[src/rtl/load_store_unit.sv]
// ---------------------------------------------------------------------------
// load_store_unit
//   Multi-cycle load/store unit for the RV32I core. Accepts one access from
//   the core, drives a word-organised data SRAM through a req/gnt/rvalid
//   handshake, formats load data and stalls the core until the access ends.
//   Misaligned accesses and illegal funct3 codes are rejected without ever
//   raising mem_req.
//
// Ports
//   clk, reset          clock, synchronous active-high reset
//   req_valid           core presents an access (held until rsp_valid)
//   req_we              1 = store, 0 = load
//   req_funct3          RV32I funct3 of the access
//   req_addr            byte address
//   req_wdata           store data (rs2)
//   stall               core must hold PC/instruction
//   rsp_valid           one-cycle completion pulse
//   rsp_rdata           formatted load data (0 for stores and errors)
//   misaligned          access rejected (meaningful with rsp_valid)
//   mem_req/mem_we      memory request / write
//   mem_be              byte enables
//   mem_addr            word address
//   mem_wdata           lane-replicated write data
//   mem_gnt             request accepted this cycle
//   mem_rvalid          read data valid (never with gnt)
//   mem_rdata           read word
// ---------------------------------------------------------------------------
module load_store_unit #(
  parameter int ADDR_W = 12
) (
  input  logic              clk,
  input  logic              reset,
  input  logic              req_valid,
  input  logic              req_we,
  input  logic [2:0]        req_funct3,
  input  logic [31:0]       req_addr,
  input  logic [31:0]       req_wdata,
  output logic              stall,
  output logic              rsp_valid,
  output logic [31:0]       rsp_rdata,
  output logic              misaligned,
  output logic              mem_req,
  output logic              mem_we,
  output logic [3:0]        mem_be,
  output logic [ADDR_W-1:0] mem_addr,
  output logic [31:0]       mem_wdata,
  input  logic              mem_gnt,
  input  logic              mem_rvalid,
  input  logic [31:0]       mem_rdata
);

  localparam logic [1:0] IDLE = 2'd0;
  localparam logic [1:0] REQ  = 2'd1;
  localparam logic [1:0] WAIT = 2'd2;
  localparam logic [1:0] DONE = 2'd3;

  logic [1:0]        state_r;
  logic [1:0]        state_nxt_s;
  logic              we_r;
  logic [2:0]        funct3_r;
  logic [1:0]        off_r;
  logic              err_s;
  logic              stall_s;
  logic              mem_req_r;
  logic              mem_we_r;
  logic [3:0]        mem_be_r;
  logic [ADDR_W-1:0] mem_addr_r;
  logic [31:0]       mem_wdata_r;
  logic              rsp_valid_r;
  logic              misaligned_r;
  logic [31:0]       rsp_rdata_r;
  logic              unused_s;

  // Access is rejected for an illegal funct3 or a size-misaligned address.
  function automatic logic access_error(input logic       we,
                                        input logic [2:0] f3,
                                        input logic [1:0] off);
    logic illegal;
    logic mis;
    if (we) begin
      illegal = (f3 > 3'd2);
    end else begin
      illegal = (f3 == 3'd3) || (f3 == 3'd6) || (f3 == 3'd7);
    end
    mis = ((f3[1:0] == 2'b01) && off[0]) ||
          ((f3[1:0] == 2'b10) && (off != 2'b00));
    return illegal | mis;
  endfunction

  // Byte enables for a store of the given size at the given byte offset.
  function automatic logic [3:0] store_be(input logic [2:0] f3,
                                          input logic [1:0] off);
    logic [3:0] be;
    case (f3[1:0])
      2'b00:   be = 4'b0001 << off;
      2'b01:   be = off[1] ? 4'b1100 : 4'b0011;
      2'b10:   be = 4'b1111;
      default: be = 4'b0000;
    endcase
    return be;
  endfunction

  // Replicate the store data across all lanes so any byte enable picks it up.
  function automatic logic [31:0] store_lanes(input logic [2:0]  f3,
                                              input logic [31:0] wd);
    logic [31:0] lanes;
    case (f3[1:0])
      2'b00:   lanes = {4{wd[7:0]}};
      2'b01:   lanes = {2{wd[15:0]}};
      2'b10:   lanes = wd;
      default: lanes = 32'h0000_0000;
    endcase
    return lanes;
  endfunction

  // Select the addressed byte/halfword and sign- or zero-extend it.
  function automatic logic [31:0] load_format(input logic [2:0]  f3,
                                              input logic [1:0]  off,
                                              input logic [31:0] rd);
    logic [7:0]  b;
    logic [15:0] h;
    logic [31:0] res;
    case (off)
      2'b00:   b = rd[7:0];
      2'b01:   b = rd[15:8];
      2'b10:   b = rd[23:16];
      2'b11:   b = rd[31:24];
      default: b = 8'h00;
    endcase
    h = off[1] ? rd[31:16] : rd[15:0];
    case (f3)
      3'd0:    res = {{24{b[7]}}, b};
      3'd1:    res = {{16{h[15]}}, h};
      3'd2:    res = rd;
      3'd4:    res = {24'h00_0000, b};
      3'd5:    res = {16'h0000, h};
      default: res = 32'h0000_0000;
    endcase
    return res;
  endfunction

  // Error classification of the access presented by the core.
  always_comb begin
    err_s = access_error(req_we, req_funct3, req_addr[1:0]);
  end

  // Next-state logic; DONE always returns to IDLE so a held req is not re-taken.
  always_comb begin
    state_nxt_s = state_r;
    case (state_r)
      IDLE: begin
        if (req_valid) begin
          state_nxt_s = err_s ? DONE : REQ;
        end else begin
          state_nxt_s = IDLE;
        end
      end
      REQ: begin
        if (mem_gnt) begin
          state_nxt_s = we_r ? DONE : WAIT;
        end else begin
          state_nxt_s = REQ;
        end
      end
      WAIT: begin
        if (mem_rvalid) begin
          state_nxt_s = DONE;
        end else begin
          state_nxt_s = WAIT;
        end
      end
      DONE:    state_nxt_s = IDLE;
      default: state_nxt_s = IDLE;
    endcase
  end

  // Stall must react in the same cycle the core presents an access.
  always_comb begin
    if (state_r == IDLE) begin
      stall_s = req_valid;
    end else begin
      stall_s = (state_r == REQ) || (state_r == WAIT);
    end
  end

  // State, latched request and registered memory/response outputs.
  always_ff @(posedge clk) begin
    if (reset) begin
      state_r      <= IDLE;
      we_r         <= 1'b0;
      funct3_r     <= 3'd0;
      off_r        <= 2'd0;
      mem_req_r    <= 1'b0;
      mem_we_r     <= 1'b0;
      mem_be_r     <= 4'b0000;
      mem_addr_r   <= '0;
      mem_wdata_r  <= 32'h0000_0000;
      rsp_valid_r  <= 1'b0;
      misaligned_r <= 1'b0;
      rsp_rdata_r  <= 32'h0000_0000;
    end else begin
      state_r     <= state_nxt_s;
      // mem_req and rsp_valid are registered decodes of the next state.
      mem_req_r   <= (state_nxt_s == REQ);
      rsp_valid_r <= (state_nxt_s == DONE);
      case (state_r)
        IDLE: begin
          if (req_valid) begin
            we_r        <= req_we;
            funct3_r    <= req_funct3;
            off_r       <= req_addr[1:0];
            mem_we_r    <= req_we;
            mem_addr_r  <= req_addr[ADDR_W+1:2];
            mem_be_r    <= req_we ? store_be(req_funct3, req_addr[1:0]) : 4'b1111;
            mem_wdata_r <= req_we ? store_lanes(req_funct3, req_wdata) : 32'h0000_0000;
            if (err_s) begin
              misaligned_r <= 1'b1;
              rsp_rdata_r  <= 32'h0000_0000;
            end
          end
        end
        REQ: begin
          if (mem_gnt && we_r) begin
            misaligned_r <= 1'b0;
            rsp_rdata_r  <= 32'h0000_0000;
          end
        end
        WAIT: begin
          if (mem_rvalid) begin
            misaligned_r <= 1'b0;
            rsp_rdata_r  <= load_format(funct3_r, off_r, mem_rdata);
          end
        end
        default: begin
        end
      endcase
    end
  end

  // Upper byte-address bits beyond the SRAM window are intentionally dropped.
  assign unused_s   = ^req_addr[31:ADDR_W+2];

  assign stall      = stall_s;
  assign rsp_valid  = rsp_valid_r;
  assign rsp_rdata  = rsp_rdata_r;
  assign misaligned = misaligned_r;
  assign mem_req    = mem_req_r;
  assign mem_we     = mem_we_r;
  assign mem_be     = mem_be_r;
  assign mem_addr   = mem_addr_r;
  assign mem_wdata  = mem_wdata_r;

endmodule

[config.mk]
export PLATFORM = sky130hd
export DESIGN_NAME = load_store_unit
export DESIGN_NICKNAME = d
export VERILOG_FILES = /design/src/rtl/load_store_unit.sv
export SDC_FILE = /design/constraint.sdc
export NUM_CORES = 1
export LEC_CHECK = 0
export CAP_MARGIN = 20
export CORE_MARGIN = 8
export CORE_UTILIZATION = 50
export CTS_CLUSTER_DIAMETER = 30
export DETAILED_ROUTE_END_ITERATION = 16
export DONT_BUFFER_PORTS = 1
export GPL_TIMING_DRIVEN = 1
export PLACE_DENSITY = 0.71
export SLEW_MARGIN = 20
export SYNTH_ARGS = -nofsm -noshare
export SYNTH_HDL_FRONTEND = slang
export SYNTH_SLANG_ARGS = --single-unit
[constraint.sdc]
create_clock -name clk -period 1.8 [get_ports clk]
set_input_delay 0.36 -clock clk [delete_from_list [all_inputs] [get_ports clk]]
set_output_delay 0.36 -clock clk [all_outputs]
set_load 0.01 [all_outputs]
==> reports/metrics.csv <==
metric,value,unit
status,"finished, final reports clean",
Util after Layout,55.4,%
"Async S/R FF share, synth",0,%
Synth Register Bits,91,
Reg area,1820,um^2
die height,108,um
RSZ-0062 raised after global routing,true,
number of synthesized flops with an enable pin,0,
"area leader, netlist",dfxtp_1,
# rows,33,
layout cells sized above 1,12.9,%
final worst slack,0.0452,ns
first-pass GRT wire length,19000,um
post-synthesis cell type count,43,
"commonest non-fill, non-tap cell in the layout",dfxtp_1,
Final Hold Viols,0,
Synth area leaders,"dfxtp_1, a22oi_1, o2bb2ai_1",
Port Buf Inserts,0,
Final min period,1.75,ns
Max Cap Viol,0,
Power Dens Cells,1000,nW/um^2
Post-Syn Area,4220,um^2
"Cell Chain, Critical Path",inv_1 -> ha_2 -> inv_1 -> o21ai_2 -> buf_4,
Total Die Area,11600,um^2
most frequent cells in the layout,"dfxtp_1, nor2_1, a22oi_1",
Crit path top cell by count,inv_1,
Area Overhead vs Synth,7.83,%
syn_area_per_cell,9.27,um^2
DPL Wire Length,8930,um
Total Routing Usage GR,20.5,%
"Largest stage delay, worst path",0.35,ns
Syn. warnings,0,
design area,4550,um^2
Initial DRT Pass Iterations,5,
Fillers,749,
via count,3526,
vias in the first global route,3453,
Via-to-Cell Ratio,6.36,
Max clock buf depth,2,
CP endpoint kind,output pin,
CTS Root Cell,clkbuf_8,
worst endpoint required time,1.44,ns
Worst VDD drop,0.566,mV
setup_tns,0,ns
final net count,554,
Multi-input gate area,2200,um^2
Setup Viol. Count Final,0,
clk sinks,91,
f_max,570,MHz
"Top FF cell, synth",dfxtp_1,
Area after DPL,4310,um^2
Setup CP Type,reg -> out,
CP max FO,3,
Hold/Removal Path Class,in -> reg,
initial antenna violation count,0,
pre-CTS setup slack,-0.131,ns
clock skew,0.0137,ns
Synth Net Count,565,
Max Slew Vio Count,0,
Slew @ Worst Pin,0.559,ns
crit path DAT,1.39,ns
TritonCTS Buffers,9,
Die X,108,um
"CTS clk-pin slew, worst paths",0.10,ns
Worst setup SP type,flip-flop,
htree depth,3,
routed len/inst,22.2,um
CTS Hold Buffers Added,0,
CTS tree,done,
Post-Syn Instances,455,
Synth top area share,43.2,%
slowest CP cell,dfxtp_2,
largest net degree at the start of global routing,61,
Std-Cell Core Area,8220,um^2
clock network latency to the later pin of the worst-skew pair,0.36,ns
drt total wl,12300,um
initial drt markers,167,
Starting Density,51.3,%
DRC Markers,0,
period utilization,97.5,%
sequential-to-total area share from yosys stat,43.2,%
Ant. Diodes,0,
I/O pins,190,
gpl congestion,0.829,
GR Overflow Total,0,
worst hold slack,0.0612,ns
Detail Route Antenna Nets,0,
LEAKAGE,0.00165,uW
Slew HR,62.6,%
synthesized netlist by cell type (all sizes together) (2+ instances only):
library cell and instances:
dfxtp 91, nor2 54, a22oi 49, nand2 40
o2bb2ai 33, a21oi 30, mux2i 26, clkbuf 20
buf 19, o21ai 11, inv 10, a221oi 9
a22o 8, mux2 8, a211oi 6, a2bb2oi 6
a32o 6, ha 5, nor2b 3, a221o 2
and3 2, nand2b 2
worst paths after layout:
check / startpoint / endpoint / slack (ns) / cells past startpoint
max: state_r[1] / stall / 0.05 / 5
min: reset / state_r[1] / 0.06 / 1
max reg2reg: off_r[1] / rsp_rdata[10] / 0.08 / 4
min reg2reg: mem_addr[1] / mem_addr[1] / 0.51 / 2
state kept, by name (all words and copies together) (netlist names), 2 cells and up:
signal,cells
mem_wdata,32
rsp_rdata,32
mem_addr,12
mem_be,4
funct3_r,3
off_r,2
state_r,2
where the power goes:
| group | switching [uW] | internal [uW] |
|---|---|---|
| clock network | 777 | 666 |
| logic | 489 | 359 |
| registers | 143 | 2130 |
| total | 1410 | 3160 |
cell type report:
cell class	instances	area share (%)
tap	105	2.89
sequential	91	40.1
inverter	11	0.908
timing repair buffer	16	3.19
clock buffer	9	2.72
multi-input combinational	315	48.4
clock inverter	7	1.82
per-stage QoR:
stage               instances  power, uW
finish                    554       4560
global route              554       4790
CTS                       554       4590
detailed placement        537       3130
global placement          537       3110
floorplan                 455       2960
repair_timing:
item	in CTS	in global routing
setup buffers	0	0
cloned	1	0
resized for setup	7	4
endpoints found under the setup margin	56	22
pin swaps	2	0
worst max-delay path, delay by kind of cell (launching register included):
| kind | cells | cell delay, ns |
|---|---|---|
| compound gates | 1 | 0.11 |
| flops | 1 | 0.35 |
| fa+ha+maj | 1 | 0.33 |
| buf+inv | 3 | 0.25 |
routing by layer:
layer  vias up  part of all wire, %  track usage, %
met5         -                    0               0
met4         0                  1.7            7.04
met3        18                   14            11.0
met2       178                   45            31.0
met1      1653                   39            24.0
li1       1677                    -               -
kinds of logic after synthesis:
group	share of synthesized area, %
AOI/OAI and AO/OA	30.2
adders and majority gates	1.48
buffers and inverters	5.40
DFF	43.2
muxes	8.84
and+or+nand+nor	10.9
Note: power is estimated with default switching activity, not from simulation.
